===== src/rtl/pipeline_sequencer_pkg.sv =====
// Shared types for the pipeline stall/flush sequencer.
package pipeline_sequencer_pkg;

  typedef logic [4:0] regbits_t;

  typedef enum logic [2:0] {
    RUN     = 3'd0,
    MEMWAIT = 3'd1,
    DRAIN   = 3'd2,
    DFLUSH  = 3'd3,
    HALTED  = 3'd4
  } seq_state_t;

  typedef struct packed {
    logic en;
    logic flush;
  } pipe_ctrl_t;

  // Latch index order used by the en/flush vectors.
  localparam int LATCH_IFID = 0;
  localparam int LATCH_IDEX = 1;
  localparam int LATCH_EXMM = 2;
  localparam int LATCH_MMWB = 3;

  function automatic logic reg_hazard(regbits_t rd, regbits_t rs, regbits_t rt);
    return (rd != '0) && ((rd == rs) || (rd == rt));
  endfunction

endpackage


===== src/rtl/pipeline_sequencer_hazard_detect.sv =====
// Combinational RUN-state evaluator: halt-in-MEM, taken branch, load-use and fetch miss.
// Zero latency; a stall holds the PC and older-facing latches and injects one bubble downstream.
module hazard_detect
  import pipeline_sequencer_pkg::*;
(
  input  logic       mm_halt,
  input  logic       ex_branch_taken,
  input  logic       ex_MemRead,
  input  logic [4:0] ex_rd,
  input  logic [4:0] id_rs,
  input  logic [4:0] id_rt,
  input  logic       ihit,
  output logic       pc_en,
  output logic [3:0] en,
  output logic [3:0] flush
);

  always_comb begin
    pc_en = 1'b1;
    en    = 4'b1111;
    flush = 4'b0000;
    if (mm_halt) begin
      // Halt keeps moving toward WB; kill the younger instructions behind it.
      pc_en             = 1'b0;
      flush[LATCH_IFID] = 1'b1;
      flush[LATCH_IDEX] = 1'b1;
    end else if (ex_branch_taken) begin
      flush[LATCH_IFID] = 1'b1;
      flush[LATCH_IDEX] = 1'b1;
    end else if (ex_MemRead && reg_hazard(ex_rd, id_rs, id_rt)) begin
      pc_en             = 1'b0;
      en[LATCH_IFID]    = 1'b0;
      flush[LATCH_IDEX] = 1'b1;
    end else if (!ihit) begin
      pc_en             = 1'b0;
      flush[LATCH_IFID] = 1'b1;
    end
  end

endmodule


===== src/rtl/pipeline_sequencer.sv =====
// Stall/flush controller and halt sequencer for the five-stage pipeline.
// Optional PIPELINE_PERF_EN adds stall_cycles / flush_events counters.
module pipeline_sequencer
  import pipeline_sequencer_pkg::*;
(
  input  logic       CLK,
  input  logic       nRST,
  input  logic       ihit,
  input  logic       dhit,
  input  logic       mm_dREN,
  input  logic       mm_dWEN,
  input  logic       mm_halt,
  input  logic       wb_halt,
  input  logic       ex_MemRead,
  input  logic [4:0] ex_rd,
  input  logic [4:0] id_rs,
  input  logic [4:0] id_rt,
  input  logic       ex_branch_taken,
  input  logic       dflush_done,
  output logic       pc_en,
  output logic       ifid_en,
  output logic       idex_en,
  output logic       exmm_en,
  output logic       mmwb_en,
  output logic       ifid_flush,
  output logic       idex_flush,
  output logic       exmm_flush,
  output logic       mmwb_flush,
  output logic       dflush_req,
  output logic       halt
`ifdef PIPELINE_PERF_EN
  ,
  output logic [31:0] stall_cycles,
  output logic [31:0] flush_events
`endif
);

  seq_state_t       state, state_nxt;
  pipe_ctrl_t [3:0] ctrl;
  logic             pc_ctrl;
  logic             hz_pc_en;
  logic [3:0]       hz_en, hz_flush;
  logic             mem_miss;

  hazard_detect u_hazard (
    .mm_halt         (mm_halt),
    .ex_branch_taken (ex_branch_taken),
    .ex_MemRead      (ex_MemRead),
    .ex_rd           (ex_rd),
    .id_rs           (id_rs),
    .id_rt           (id_rt),
    .ihit            (ihit),
    .pc_en           (hz_pc_en),
    .en              (hz_en),
    .flush           (hz_flush)
  );

  assign mem_miss = (mm_dREN | mm_dWEN) & ~dhit;

  always_comb begin
    state_nxt = state;
    pc_ctrl   = 1'b0;
    ctrl      = '0;
    unique case (state)
      RUN, MEMWAIT: begin
        if (wb_halt) begin
          // Whole pipe freezes; the halt's WB write retires on this edge.
          state_nxt = DRAIN;
        end else if ((state == RUN && mem_miss) || (state == MEMWAIT && !dhit)) begin
          ctrl[LATCH_MMWB].en    = 1'b1;
          ctrl[LATCH_MMWB].flush = 1'b1;
          state_nxt              = MEMWAIT;
        end else begin
          pc_ctrl = hz_pc_en;
          for (int i = 0; i < 4; i++) begin
            ctrl[i].en    = hz_en[i];
            ctrl[i].flush = hz_flush[i];
          end
          state_nxt = RUN;
        end
      end
      DRAIN:   state_nxt = DFLUSH;
      DFLUSH:  if (dflush_done) state_nxt = HALTED;
      HALTED:  state_nxt = HALTED;
      default: state_nxt = RUN;
    endcase
    // Under reset latches stay enabled so they clear through their own reset.
    if (!nRST) begin
      state_nxt = RUN;
      pc_ctrl   = 1'b1;
      for (int i = 0; i < 4; i++) begin
        ctrl[i].en    = 1'b1;
        ctrl[i].flush = 1'b0;
      end
    end
  end

  always_ff @(posedge CLK) begin
    if (!nRST) state <= RUN;
    else       state <= state_nxt;
  end

  assign pc_en      = pc_ctrl;
  assign ifid_en    = ctrl[LATCH_IFID].en;
  assign idex_en    = ctrl[LATCH_IDEX].en;
  assign exmm_en    = ctrl[LATCH_EXMM].en;
  assign mmwb_en    = ctrl[LATCH_MMWB].en;
  assign ifid_flush = ctrl[LATCH_IFID].flush;
  assign idex_flush = ctrl[LATCH_IDEX].flush;
  assign exmm_flush = ctrl[LATCH_EXMM].flush;
  assign mmwb_flush = ctrl[LATCH_MMWB].flush;
  assign dflush_req = (state == DFLUSH);
  assign halt       = (state == HALTED);

`ifdef PIPELINE_PERF_EN
  always_ff @(posedge CLK) begin
    if (!nRST) begin
      stall_cycles <= '0;
      flush_events <= '0;
    end else if (state == RUN || state == MEMWAIT) begin
      if (!pc_ctrl)
        stall_cycles <= stall_cycles + 32'd1;
      if (ifid_flush | idex_flush | exmm_flush | mmwb_flush)
        flush_events <= flush_events + 32'd1;
    end
  end
`endif

endmodule


===== config.mk =====
export PLATFORM = sky130hd
export DESIGN_NAME = pipeline_sequencer
export DESIGN_NICKNAME = d
export VERILOG_FILES = /design/src/rtl/pipeline_sequencer_pkg.sv /design/src/rtl/pipeline_sequencer_hazard_detect.sv /design/src/rtl/pipeline_sequencer.sv
export SDC_FILE = /design/constraint.sdc
export NUM_CORES = 1
export LEC_CHECK = 0
export CORE_UTILIZATION = 33
export CTS_CLUSTER_DIAMETER = 150
export DETAILED_ROUTE_END_ITERATION = 6
export HOLD_SLACK_MARGIN = 0.1
export PLACE_DENSITY_LB_ADDON = 0.15
export SYNTH_ARGS = -nofsm -noshare
export SYNTH_HDL_FRONTEND = slang
export SYNTH_HIERARCHICAL = 1
export SYNTH_SLANG_ARGS = --single-unit

===== constraint.sdc =====
create_clock -name CLK -period 1.9 [get_ports CLK]
set_input_delay 0.38 -clock CLK [delete_from_list [all_inputs] [get_ports CLK]]
set_output_delay 0.38 -clock CLK [all_outputs]
set_load 0.02 [all_outputs]

==> results of run 1 <==
## timing repair
| item | in CTS | in global routing |
|---|---|---|
| gates resized for setup | 109 | 16 |
| pin swaps | 26 | 21 |
| setup buffers | 3 | 2 |
| endpoints found under the setup margin | 10 | 9 |
| cloned | 1 | 0 |
## power breakdown
group | switching, uW | total [uW] | internal, uW | leakage [uW]
logic | 113 | 240 | 126 | 0.000451
clock network | 36.7 | 116 | 78.9 | 0.0000150
registers | 4.22 | 71.6 | 67.4 | 0.0000247
total | 154 | 427 | 273 | 0.000491
## Yosys cell counts
library cell   n  area share
nand3_1        5       0.049
o22ai_2        1       0.025
nand3_2        1       0.020
o211a_1        1       0.020
a21bo_1        1       0.020
o21ai_0        5       0.049
nor4_2         1       0.025
nor3_1         2       0.020
or4_1          1       0.015
nand2_1        8       0.059
clkbuf_1       1      0.0073
inv_1          2       0.015
a311o_1        1       0.020
nor2_1         7       0.051
conb_1         2       0.015
dfxtp_1        3        0.12
nor3_2         2       0.039
xnor2_1       10        0.17
buf_4          5       0.074
o21a_1         1       0.015
and2_1         1       0.012
nor2_2         1       0.012
nor3b_1        1       0.015
nor2b_1        1       0.012
nor4_4         1       0.042
a211oi_2       1       0.025
a22oi_1        1       0.015
a31oi_1        1       0.012
a21boi_0       1       0.015
a211o_1        1       0.017
## cell type report
cell class	instances	share of cell area
Clock buffer	4	0.0251
Inverter	2	0.00717
Multi-Input combinational cell	62	0.476
Sequential cell	3	0.0573
Tap cell	15	0.0179
Timing Repair Buffer	51	0.417
## layer usage
layer	GRT usage	routed length, um	up-vias	share of wire
li1	-	-	338	-
met1	0.304	830	318	0.41
met2	0.391	975	42	0.48
met3	0.0160	167	7	0.083
met4	0.0484	42	0	0.021
met5	0	0	-	0
## stage by stage
| stage | util | area, um^2 | std cells |
|---|---|---|---|
| after floorplan | - | 522 | 73 |
| after global placement | 0.691 | 945 | 128 |
| after detailed placement | 0.691 | 945 | 128 |
| after CTS | 0.741 | 1010 | 136 |
| after global routing | 0.766 | 1050 | 137 |
| final | 0.766 | 1050 | 137 |
## critical path: cells and delay by family
family / cells / cell delay (ns)
AOI/OAI and AO/OA: 3 / 0.38
buffers and inverters: 4 / 0.51
and+or+nand+nor: 2 / 0.16
xor gates and xnor gates: 1 / 0.12
## how the worst min path moves through the flow
stage,slack [ns],cells after the start,to
global route,0.63,2,state[1]
global placement,0.59,2,state[1]
finish,0.61,2,state[1]
detailed placement,0.59,2,state[1]
CTS,0.59,2,state[1]
floorplan,0.54,2,state[2]
## kinds of logic (layout without fill, tap and decap cells)
kind of cell,Yosys count,count (layout),synth area share
and+or+nand+nor,32,32,0.370
DFF,3,3,0.118
other,2,5,0.0147
xor gates and xnor gates,10,10,0.172
buffers and inverters,8,57,0.0956
AOI/OAI and AO/OA,15,15,0.230
==> flow_summary.toml, run 1 <==
[clock_tree]
cts_hold_repair.buffers = 0
cts-buffers-inserted = 3
tritoncts = "yes"
clk_path_buf_depth = 2
cts.sink_count = 3
clk_pin_slew_worst_paths_ns = 0.04
cts_root_buffer = "clkbuf_4"
ctsHtreeMaxLevel = 1
clk_latency_ns = 0.24

[grt]
grt_start_max_net_pins = 9
first_global_vias = 611
grt_antenna_before_repair = 0
grt_pass1_wl_um = 2550
gr-usage-all-layers = 0.226
global_route.overflow_total = 0

[timing]
finClkSkew_ns = 0.000349
setup_tns_ns = -0.108
clock.fmax_mhz = 515
hold-worst-slack_ns = 0.614
timing.final.ws_setup_ns = -0.0413
final-setup-viol-count = 5
final_max_slew_viol_count = 0
finalHoldViolCount = 0
layout_min_cycle_time_ns = 1.94
unrepaired_setup_endpoints_after_global_routing = "true"
post-route-period-util = 1.02

[worst_setup_path]
worst_setup_path_endpoint = "pc_en"
worst_r2r_endpoint = "state[0]"
crit_chain = "buf_8 > buf_6 > xnor2_2 > nand2_1 > o22ai_2 > buf_6 > a211oi_2 > nand2_1 > o21ai_1 > buf_4"
setup.worst_path.start = "ex_rd[1]"
critical_path.reg2reg.startpoint = "state[1]"
path_class = "input pin to output port"
critPathMaxFanout = 3
max_stage_delay_ns = 0.16
r2r.worst_path.cells = 3
crit_path_start_kind = "input pin"
slowest_stage = "a211oi_2"
timing.reg2reg.setup_slack_ns = 0.68
crit_arrival_ns = 1.56
worst-endpoint-required_ns = 1.52
cp-end-kind = "output port"

[layout]
sequential_cell_area_um2 = 60.1
nNetsFinal = 149
n_antenna_cell = 0
flip_flop_count_of_the_largest_register_all_copies_and_words_added = 3
flow.area_growth_from_synthesis_pct = 105
fill_cells = 114
multi_input_area_um2 = 498
layout.cells.most_common_list = "15 x buf_4, 9 x buf_2, 9 x dlygate4sd2_1"
layout-drive-gt1-share = 0.451
largest-register = "state"
final_common_cell = "buf_4"
reg.largest.list = "state: 3 flops"

[synth]
yosysWarnings = 6
syn_area_per_cell_um2 = 7.29
netlist_area_um2 = 510
ys_types = 30
synth-seq-cells = 3
synthCells = 70
sequential_element_share_of_the_synthesized_area = 0.118

[worst_hold_path]
hold_path_class = "flip-flop to flip-flop"
timing.hold.worst.start = "state[2]"

[placement]
dp_hpwl_um = 1220
pre_cts_ws_ns = -0.896
final_weighted_congestion_in_routability_driven_placement = 0.784
portBuffers = 35

[floorplanning]
num_rows = 13
chipHeight_um = 41.3
die_w_um = 41.3
fp.dieArea_um2 = 1710
coreArea_um2 = 1370
io_pins = 37
floorplan.initialDensity = 0.374

[power_and_ir_drop]
power.total_uw = 427
power.density_cell_area_nw_per_um2 = 408
power.leakage_uw = 0.000491
worst_ir_drop_vdd_uv = 235

[drt]
vias = 705
drt_iter0_markers = 20
postRouteWirelength_um = 2020
route.detailed.drc = 0
drt-vias-per-instance = 5.15
drt.antenna.violating_nets = 0
first_pass_iters = 4
drt-wirelength-per-cell_um = 14.7

[job]
max_cap_violations = 0

[status]
status = "complete, but fails checks"
failing_checks = "setup timing"
Power figures use the tool's default switching activity.
==> run 2, diff against run 1 <==
- CAP_MARGIN: unset -> 20
==> results of run 2 <==
The final DEF is identical to that of run 1; final timing and power are the same.
==> run 3, diff against run 2 <==
- TNS_END_PERCENT: unset -> 1
==> run 3 against run 2 <==
The run still ends with setup timing left. Critical path depth down 1. Sequential share of layout area up 0.21 points. Clock power about the same. Critical endpoint unchanged. Via count down 8.1%. Register-to-register slack better by 0.03 ns. Worst setup slack worse by 0.018 ns. Clock skew up 0.0058 ns. Hold slack worse by 0.032 ns. Combinational power down 8%. Global-route usage down 1.1 points. Utilization down 2.7 points.
==> flow_summary.toml, run 3 (same netlist as run 1, synthesis figures left out) <==
[clock_tree]
cts.sink_count = 3
cts_hold_repair.buffers = 0
clk_pin_slew_worst_paths_ns = 0.04
tritoncts = "yes"
clk_latency_ns = 0.24
clk_path_buf_depth = 2
cts_root_buffer = "clkbuf_4"
cts-buffers-inserted = 3
ctsHtreeMaxLevel = 1

[layout]
layout.cells.most_common_list = "18 x buf_4, 8 x nand2_1, 8 x dlygate4sd2_1"
layout-drive-gt1-share = 0.372
flow.area_growth_from_synthesis_pct = 97.8
n_antenna_cell = 0
largest-register = "state"
nNetsFinal = 148
fill_cells = 113
flip_flop_count_of_the_largest_register_all_copies_and_words_added = 3
reg.largest.list = "state: 3 flops"
instances_no_fill = 136
final_common_cell = "buf_4"

[power_and_ir_drop]
pwr-share-seq = 0.175
internal_power_uw = 264
power.leakage_uw = 0.000508
power.density_cell_area_nw_per_um2 = 402
power_switching_uw = 142
worst_ir_drop_vdd_uv = 254
comb_power_share = 0.544
clock_power_share = 0.281
power.total_uw = 406
power.switching_fraction = 0.349

[worst_setup_path]
critPathMaxFanout = 3
crit_path_start_kind = "input pin"
worst-endpoint-required_ns = 1.52
path_class = "input pin to output port"
r2r.worst_path.cells = 4
crit_arrival_ns = 1.58
timing.reg2reg.setup_slack_ns = 0.71
worst_r2r_endpoint = "state[0]"
cp-end-kind = "output port"
critical_path.reg2reg.startpoint = "state[1]"

[drt]
drt.antenna.violating_nets = 0
drt-wirelength-per-cell_um = 12.7
route.detailed.drc = 0
first_pass_iters = 4
drt-vias-per-instance = 4.76
drt_iter0_markers = 13
vias = 648
postRouteWirelength_um = 1730

[grt]
grt_start_max_net_pins = 10
grt_pass1_wl_um = 2460
global_route.overflow_total = 0
first_global_vias = 587
gr-usage-all-layers = 0.215
grt_antenna_before_repair = 0

[status]
status = "complete, but fails checks"
failing_checks = "setup timing"

[placement]
final_weighted_congestion_in_routability_driven_placement = 0.784
placed_cells = 128
dp_hpwl_um = 1220
portBuffers = 35

[timing]
final-setup-viol-count = 3
finClkSkew_ns = 0.00616
finalHoldViolCount = 0
setup_tns_ns = -0.105
timing.final.ws_setup_ns = -0.0588
unrepaired_setup_endpoints_after_global_routing = "true"
final_max_slew_viol_count = 0
post-route-period-util = 1.03
clock.fmax_mhz = 511
layout_min_cycle_time_ns = 1.96

[worst_hold_path]
hold_path_depth = 2
timing.hold.worst.start = "state[2]"
hold-path-endpoint = "state[1]"
hold_path_class = "flip-flop to flip-flop"

[job]
max_cap_violations = 0

[floorplanning]
coreArea_um2 = 1370
floorplan.initialDensity = 0.374
die_w_um = 41.3
chipHeight_um = 41.3
num_rows = 13
fp.dieArea_um2 = 1710
io_pins = 37
run 3: cell types whose count changed in the layout (fill, tap and decap cells not counted), sizes merged:
cell	change
buf	-5
dlymetal6s2s	+5
clkbuf	+2
clkdlybuf4s15	-2
dlygate4sd2	-1
run 3: area by class of cell:
class	count	area, um^2	area share
clock buffer	4	26.3	0.0260
inverter	2	7.51	0.00743
multi-input combinational	62	455	0.451
sequential	3	60.1	0.0595
tap	15	18.8	0.0186
timing repair buffer	50	442	0.437
run 3: stage by stage:
stage	setup WS [ns]	instance area, um^2	util	hold slack (ns)
floorplan	0.0704	522	-	0.544
global placement	-0.875	945	0.691	0.588
detailed placement	-0.896	945	0.691	0.585
CTS	-0.178	987	0.723	0.584
global route	-0.145	1010	0.739	0.618
finish	-0.0588	1010	0.739	0.582
run 3: worst max-delay path: stages:
cell and delay, ns:
dlygate4sd2_1 0.26, xnor2_2 0.14, nand3_2 0.06, o22ai_2 0.09, buf_4 0.15, a211oi_2 0.16
nand2_1 0.07, o21ai_1 0.12, buf_4 0.15
run 3: layer usage:
metal  share of wire  up-vias  global-route usage
met5               0        -                   0
met4          0.0069        0              0.0484
met3           0.074        2              0.0213
met2            0.49       25               0.391
met1            0.43      282               0.269
li1                -      339                   -
run 3: how the worst max path moves through the flow:
stage / from / to
CTS: ex_rd[4] / pc_en
finish: id_rs[0] / pc_en
floorplan: ex_rd[1] / ifid_en
global placement: ex_rd[4] / pc_en
detailed placement: ex_rd[4] / pc_en
global route: ex_rd[1] / pc_en
run 3: repair_timing:
action	in CTS	in global routing
pin swaps	15	17
setup buffers	3	1
cloned	0	0
endpoints found under the setup margin	10	9
resized for setup	75	30
hold endpoints to repair	0	0
run 3: power groups by stage:
stage	registers (uW)	logic [uW]	clock network (uW)
after global placement	71.3	209	0
after detailed placement	71.6	214	0
after global routing	71.5	238	123
after floorplan	74.3	97.0	0
after CTS	71.2	215	114
final	71.2	221	114
==> RTL edit 1 (flow settings as in run 1) <==
Register the input `id_rt` before use. The logic sees it one clock later. The other inputs are not delayed to match.
--- a/src/rtl/pipeline_sequencer.sv
+++ b/src/rtl/pipeline_sequencer.sv
@@ -35,6 +35,12 @@
 `endif
 );
 
+  logic [4:0] id_rt_q;
+
+  always_ff @(posedge CLK) begin
+    id_rt_q <= id_rt;
+  end
+
   seq_state_t       state, state_nxt;
   pipe_ctrl_t [3:0] ctrl;
   logic             pc_ctrl;
@@ -48,7 +54,7 @@
     .ex_MemRead      (ex_MemRead),
     .ex_rd           (ex_rd),
     .id_rs           (id_rs),
-    .id_rt           (id_rt),
+    .id_rt           (id_rt_q),
     .ihit            (ihit),
     .pc_en           (hz_pc_en),
     .en              (hz_en),
Check against the original RTL: not equivalent (Yosys sat finds a counterexample within 4 cycles, from zero or initial values and one cycle with nRST low).
==> RTL edit 1 against run 1 <==
The flow still finishes with violations (negative setup slack); design area up 11%; routed wire length down 26%; first-iteration DRC count down 65%; power up 26%; utilization down 9.5 points; setup slack worse by 0.023 ns; global-route usage down 5.8 points; clock skew about the same; synthesized cell count up 7.1%; critical endpoint unchanged; sequential cell count up 5; die area up 19%; area after synthesis up 20%.
==> RTL edit 1: results (changes against run 1) <==
[status]
status=finished with violations  ; unchanged
violations=negative setup slack  ; unchanged

[global_route]
grtUsageMet3_pct=3.60  ; was 1.60%
track_usage_pct=16.7  ; was 22.6%
antenna_found_initial=0  ; unchanged
grt_start_max_net_pins=11  ; was 9
grtUsageMet2_pct=27.8  ; was 39.1%
grt.met1_usage_pct=21.4  ; was 30.4%
grt_pass1_wl_um=2520  ; was 2550 um
grt_pass1_vias=639  ; was 611

[clock_network]
clk_latency_ns=0.25
cts.repair.resized=83  ; was 109
post_cts_buffers=4  ; was 3
clk_pin_slew_ns=0.05
htree_levels=1  ; unchanged

[synth]
ys_seq_area_share_pct=26.2  ; was 11.8%
synth.area.top_cells=dfxtp_1 26%, xnor2_1 14%, buf_4 6.1%, nand2_1 4.9%, nor2_1 4.3%  ; was xnor2_1 17%, dfxtp_1 12%, buf_4 7.4%, nand2_1 5.9%, nor2_1 5.1%
synth_cell_types=30  ; unchanged
synth_commonest_cells=10 x xnor2_1, 8 x dfxtp_1, 8 x nand2_1, 7 x nor2_1  ; was 10 x xnor2_1, 8 x nand2_1, 7 x nor2_1
syn_inst=75  ; was 70

[route]
wl_per_cell_um=9.82  ; was 14.7 um
routed_wl_um=1490  ; was 2020 um
dr.pass1.iters=4  ; unchanged
dr_wl_met2_um=775  ; was 975 um
vias=687  ; was 705
drtIter0Drc=7  ; was 20
top_layer=met3  ; was met4
dr_wl_met3_um=70  ; was 167 um
wl_met1_um=648  ; was 830 um

[placed_design]
routabilityCongestion=0.747  ; was 0.784
place_hpwl_um=1180  ; was 1220 um
pre_cts_ws_ns=-0.884  ; was -0.896 ns
dpl.cell_count=144  ; was 128
dpl_cell_area_sq_um=1050  ; was 945 sq um

[power_and_ir_drop]
seq_power_mw=0.185  ; was 0.0716 mW
switchingPower_mw=0.160  ; was 0.154 mW
p_leak_nw=0.524  ; was 0.491 nW
ir_drop_mv=0.321  ; was 0.235 mV
clockPowerShare_pct=23.3  ; was 27.1%

[floorplan]
dieArea_sq_um=2030  ; was 1710 sq um

[critical_path]
cpPeakStageDelay_ns=0.24  ; was 0.16 ns
cpMaxStageDelayCell=dlygate4sd2_1  ; was a211oi_2
cp.arrival_ns=1.58  ; was 1.56 ns

[cells_and_area]
largestRegisters=id_rt_q x5, state x3  ; was state x3
nFillCells=162  ; was 114
fin_nets=155  ; was 149
drive_gt1_share_pct=41.7  ; was 45.1%

[sta]
layout_setup_ws_ns=-0.0647  ; was -0.0413 ns
setup_viol_count_final=2  ; was 5
finClkSkew_ns=0.000129  ; was 0.000349 ns

[min_path]
hp-class=in2reg  ; was reg2reg

## RTL edit 1: cell count changes in the layout (fill, tap and decap cells not counted), sizes merged, moves of 2 or more
| cell | before | now |
|---|---|---|
| dfxtp | 3 | 8 |
| dlygate4sd2 | 9 | 6 |
| buf | 32 | 30 |
| clkbuf | 5 | 3 |
| clkdlybuf4s50 | 3 | 7 |
## RTL edit 1: cell families after synthesis
| family | count (synthesis) | share of synthesized area (%) |
|---|---|---|
| simple gates | 32 | 30.9 |
| compound gates | 15 | 19.3 |
| flops | 8 | 26.2 |
| other cells | 2 | 1.23 |
| xor+xnor | 10 | 14.3 |
| buf+inv | 8 | 7.99 |
## RTL edit 1: worst paths after layout
| kind | endpoint | start | slack [ns] | cells past startpoint |
|---|---|---|---|---|
| hold reg to reg | state[1] | state[2] | 0.60 | 2 |
| hold / removal | id_rt_q[4] | id_rt[4] | 0.57 | 1 |
| setup / recovery | pc_en | id_rs[2] | -0.06 | 9 |
| setup reg to reg | state[0] | state[1] | 0.64 | 6 |
## RTL edit 1: final cells by class
cell class | count | area share, %
Clock buffer | 3 | 1.94
Inverter | 2 | 0.648
Multi-Input combinational cell | 62 | 41.1
Sequential cell | 8 | 14.3
Tap cell | 25 | 2.70
Timing Repair Buffer | 52 | 39.3
## RTL edit 1: worst reg2reg max path: cells and delay by family, from the launching register on
| family | cells | cell delay [ns] |
|---|---|---|
| buffers and inverters | 3 | 0.39 |
| DFF | 1 | 0.33 |
| AOI/OAI and AO/OA | 2 | 0.32 |
| and+or+nand+nor | 1 | 0.16 |
## RTL edit 1: stage by stage
step                utilization [%]  TNS, ns  total power [mW]
floorplan                         -        0             0.286
global placement               60.9    -5.40             0.396
detailed placement             60.9    -5.43             0.398
CTS                            62.8  -0.0824             0.528
global route                   67.1   -0.334             0.576
finish                         67.1  -0.0935             0.540
==> RTL edit 2 (settings of run 1) <==
Made on the original files. The option `PIPELINE_PERF_EN` is turned on by a define.
--- a/src/rtl/pipeline_sequencer.sv
+++ b/src/rtl/pipeline_sequencer.sv
@@ -1,5 +1,7 @@
 // Stall/flush controller and halt sequencer for the five-stage pipeline.
 // Optional PIPELINE_PERF_EN adds stall_cycles / flush_events counters.
+`define PIPELINE_PERF_EN
+
 module pipeline_sequencer
   import pipeline_sequencer_pkg::*;
 (
Function (old outputs only; new: flush_events and stall_cycles): kept (Yosys induction, for registers that start in step).
==> RTL edit 2 against run 1 <==
The run ends with design-rule violations, negative setup slack left; design area grew to 7.1 times the old value; routed wire length grew to 7.7 times the old value; sequential cell count grew 64; fmax shrank 15%; setup slack lost 0.33 ns; clock skew grew 0.0082 ns; sequential power grew to 20 times the old value; synthesized cell count grew to 6.9 times the old value; area after synthesis grew to 7.8 times the old value; power grew to 9.0 times the old value.
==> RTL edit 2: results (changes against run 1) <==
[synth]
syn_area_per_cell_sq_um=8.22  ; was 7.29 sq um
synth-xor-area-share_pct=2.42  ; was 17.2%
ys_seq_area_share_pct=33.6  ; was 11.8%
synth.area.top_cells=dfxtp_1 34%, mux2i_1 5.5%, nand2_1 5.0%, nand4_1 4.7%, o31ai_1 4.5%  ; was xnor2_1 17%, dfxtp_1 12%, buf_4 7.4%, nand2_1 5.9%, nor2_1 5.1%
synth_mux_area_share_pct=5.52  ; was 0%
synth_fa_ha_area_share_pct=0.628  ; was 0%
synth_commonest_cells=67 x dfxtp_1, 53 x nand2_1, 33 x a21oi_1, 30 x nand4_1  ; was 10 x xnor2_1, 8 x nand2_1, 7 x nor2_1

[critical_path]
crit_type=in2reg  ; was in2out
r2r_start=state[0]  ; was state[1]

[placed_design]
pre_cts_ws_ns=-1.10  ; was -0.896 ns
dpl.cell_count=766  ; was 128
place_hpwl_um=8740  ; was 1220 um
portBuffers=99  ; was 35

[clock_network]
htree_levels=3  ; was 1
clk_latency_ns=0.34  ; was 0.24 ns
numCtsBuffers=9  ; was 3
clockRootBuffer=clkbuf_16  ; was clkbuf_4

[sta]
setup_viol_count_final=68  ; was 5
layout_setup_ws_ns=-0.375  ; was -0.0413 ns

[status]
status=finished with violations  ; unchanged
violations=design-rule violations, negative setup slack  ; was negative setup slack

[cells_and_area]
fin_nets=705  ; was 149
nFillCells=895  ; was 114

[global_route]
track_usage_pct=23.7  ; was 22.6%
grt_pass1_vias=4688  ; was 611
grt_pass1_wl_um=23800  ; was 2550 um
grt_start_max_net_pins=32  ; was 9

[route]
wl_per_cell_um=18.8  ; was 14.7 um
dr.pass1.iters=7  ; was 4
drc=10  ; was 0

[min_path]
hold_path_end=flush_events[31]  ; was state[1]

[power_and_ir_drop]
p_comb_mw=0.703  ; was 0.240 mW
p_leak_nw=2.84  ; was 0.491 nW

## RTL edit 2: cell type report
class | instances | area share [%]
well taps | 143 | 2.39
clock inverters | 6 | 0.853
clock buffers | 10 | 3.20
repair buffers | 218 | 30.5
multi-input cells | 371 | 44.5
inverters | 10 | 0.502
flip-flops and latches | 67 | 18.0
## RTL edit 2: how the worst max path moves through the flow
| stage | endpoint | slack, ns | depth (start not counted) |
|---|---|---|---|
| floorplan | stall_cycles[13] | -0.20 | 10 |
| global placement | pc_en | -1.06 | 8 |
| detailed placement | pc_en | -1.10 | 8 |
| CTS | stall_cycles[12] | -0.33 | 12 |
| global route | stall_cycles[8] | -0.47 | 12 |
| finish | stall_cycles[9] | -0.37 | 12 |
## RTL edit 2: routing by layer
metal	track usage [%]	wire length (um)
met1	29.2	6490
met2	40.4	7780
met3	5.44	843
met4	8.65	360
met5	0	0
## RTL edit 2: worst max-delay path: stages
cell and delay [ns]:
buf_12 0.11, xnor2_4 0.16, nand2_2 0.09, o22ai_4 0.23, a211oi_2 0.11, buf_4 0.16
nand3b_1 0.18, o211ai_4 0.16, buf_12 0.18, buf_12 0.13, or4_4 0.51, a21oi_2 0.15
## RTL edit 2: metrics by stage
step / power, mW / setup TNS [ns] / instance area (sq um) / hold slack [ns]
after floorplan: 1.70 / -8.23 / 4210 / 0.521
after global placement: 1.89 / -62.80 / 5730 / 0.461
after detailed placement: 1.90 / -66.20 / 5730 / 0.470
after CTS: 3.81 / -15.97 / 6960 / 0.479
after global routing: 3.97 / -18.33 / 7480 / 0.501
final: 3.86 / -12.68 / 7480 / 0.475
## RTL edit 2: repair_timing
item / 4_1_cts / 5_1_grt
setup buffers: 24 / 15
pin swaps: 76 / 55
gates cloned: 12 / 3
gates resized for setup: 209 / 109
endpoints found under the setup margin: 74 / 79
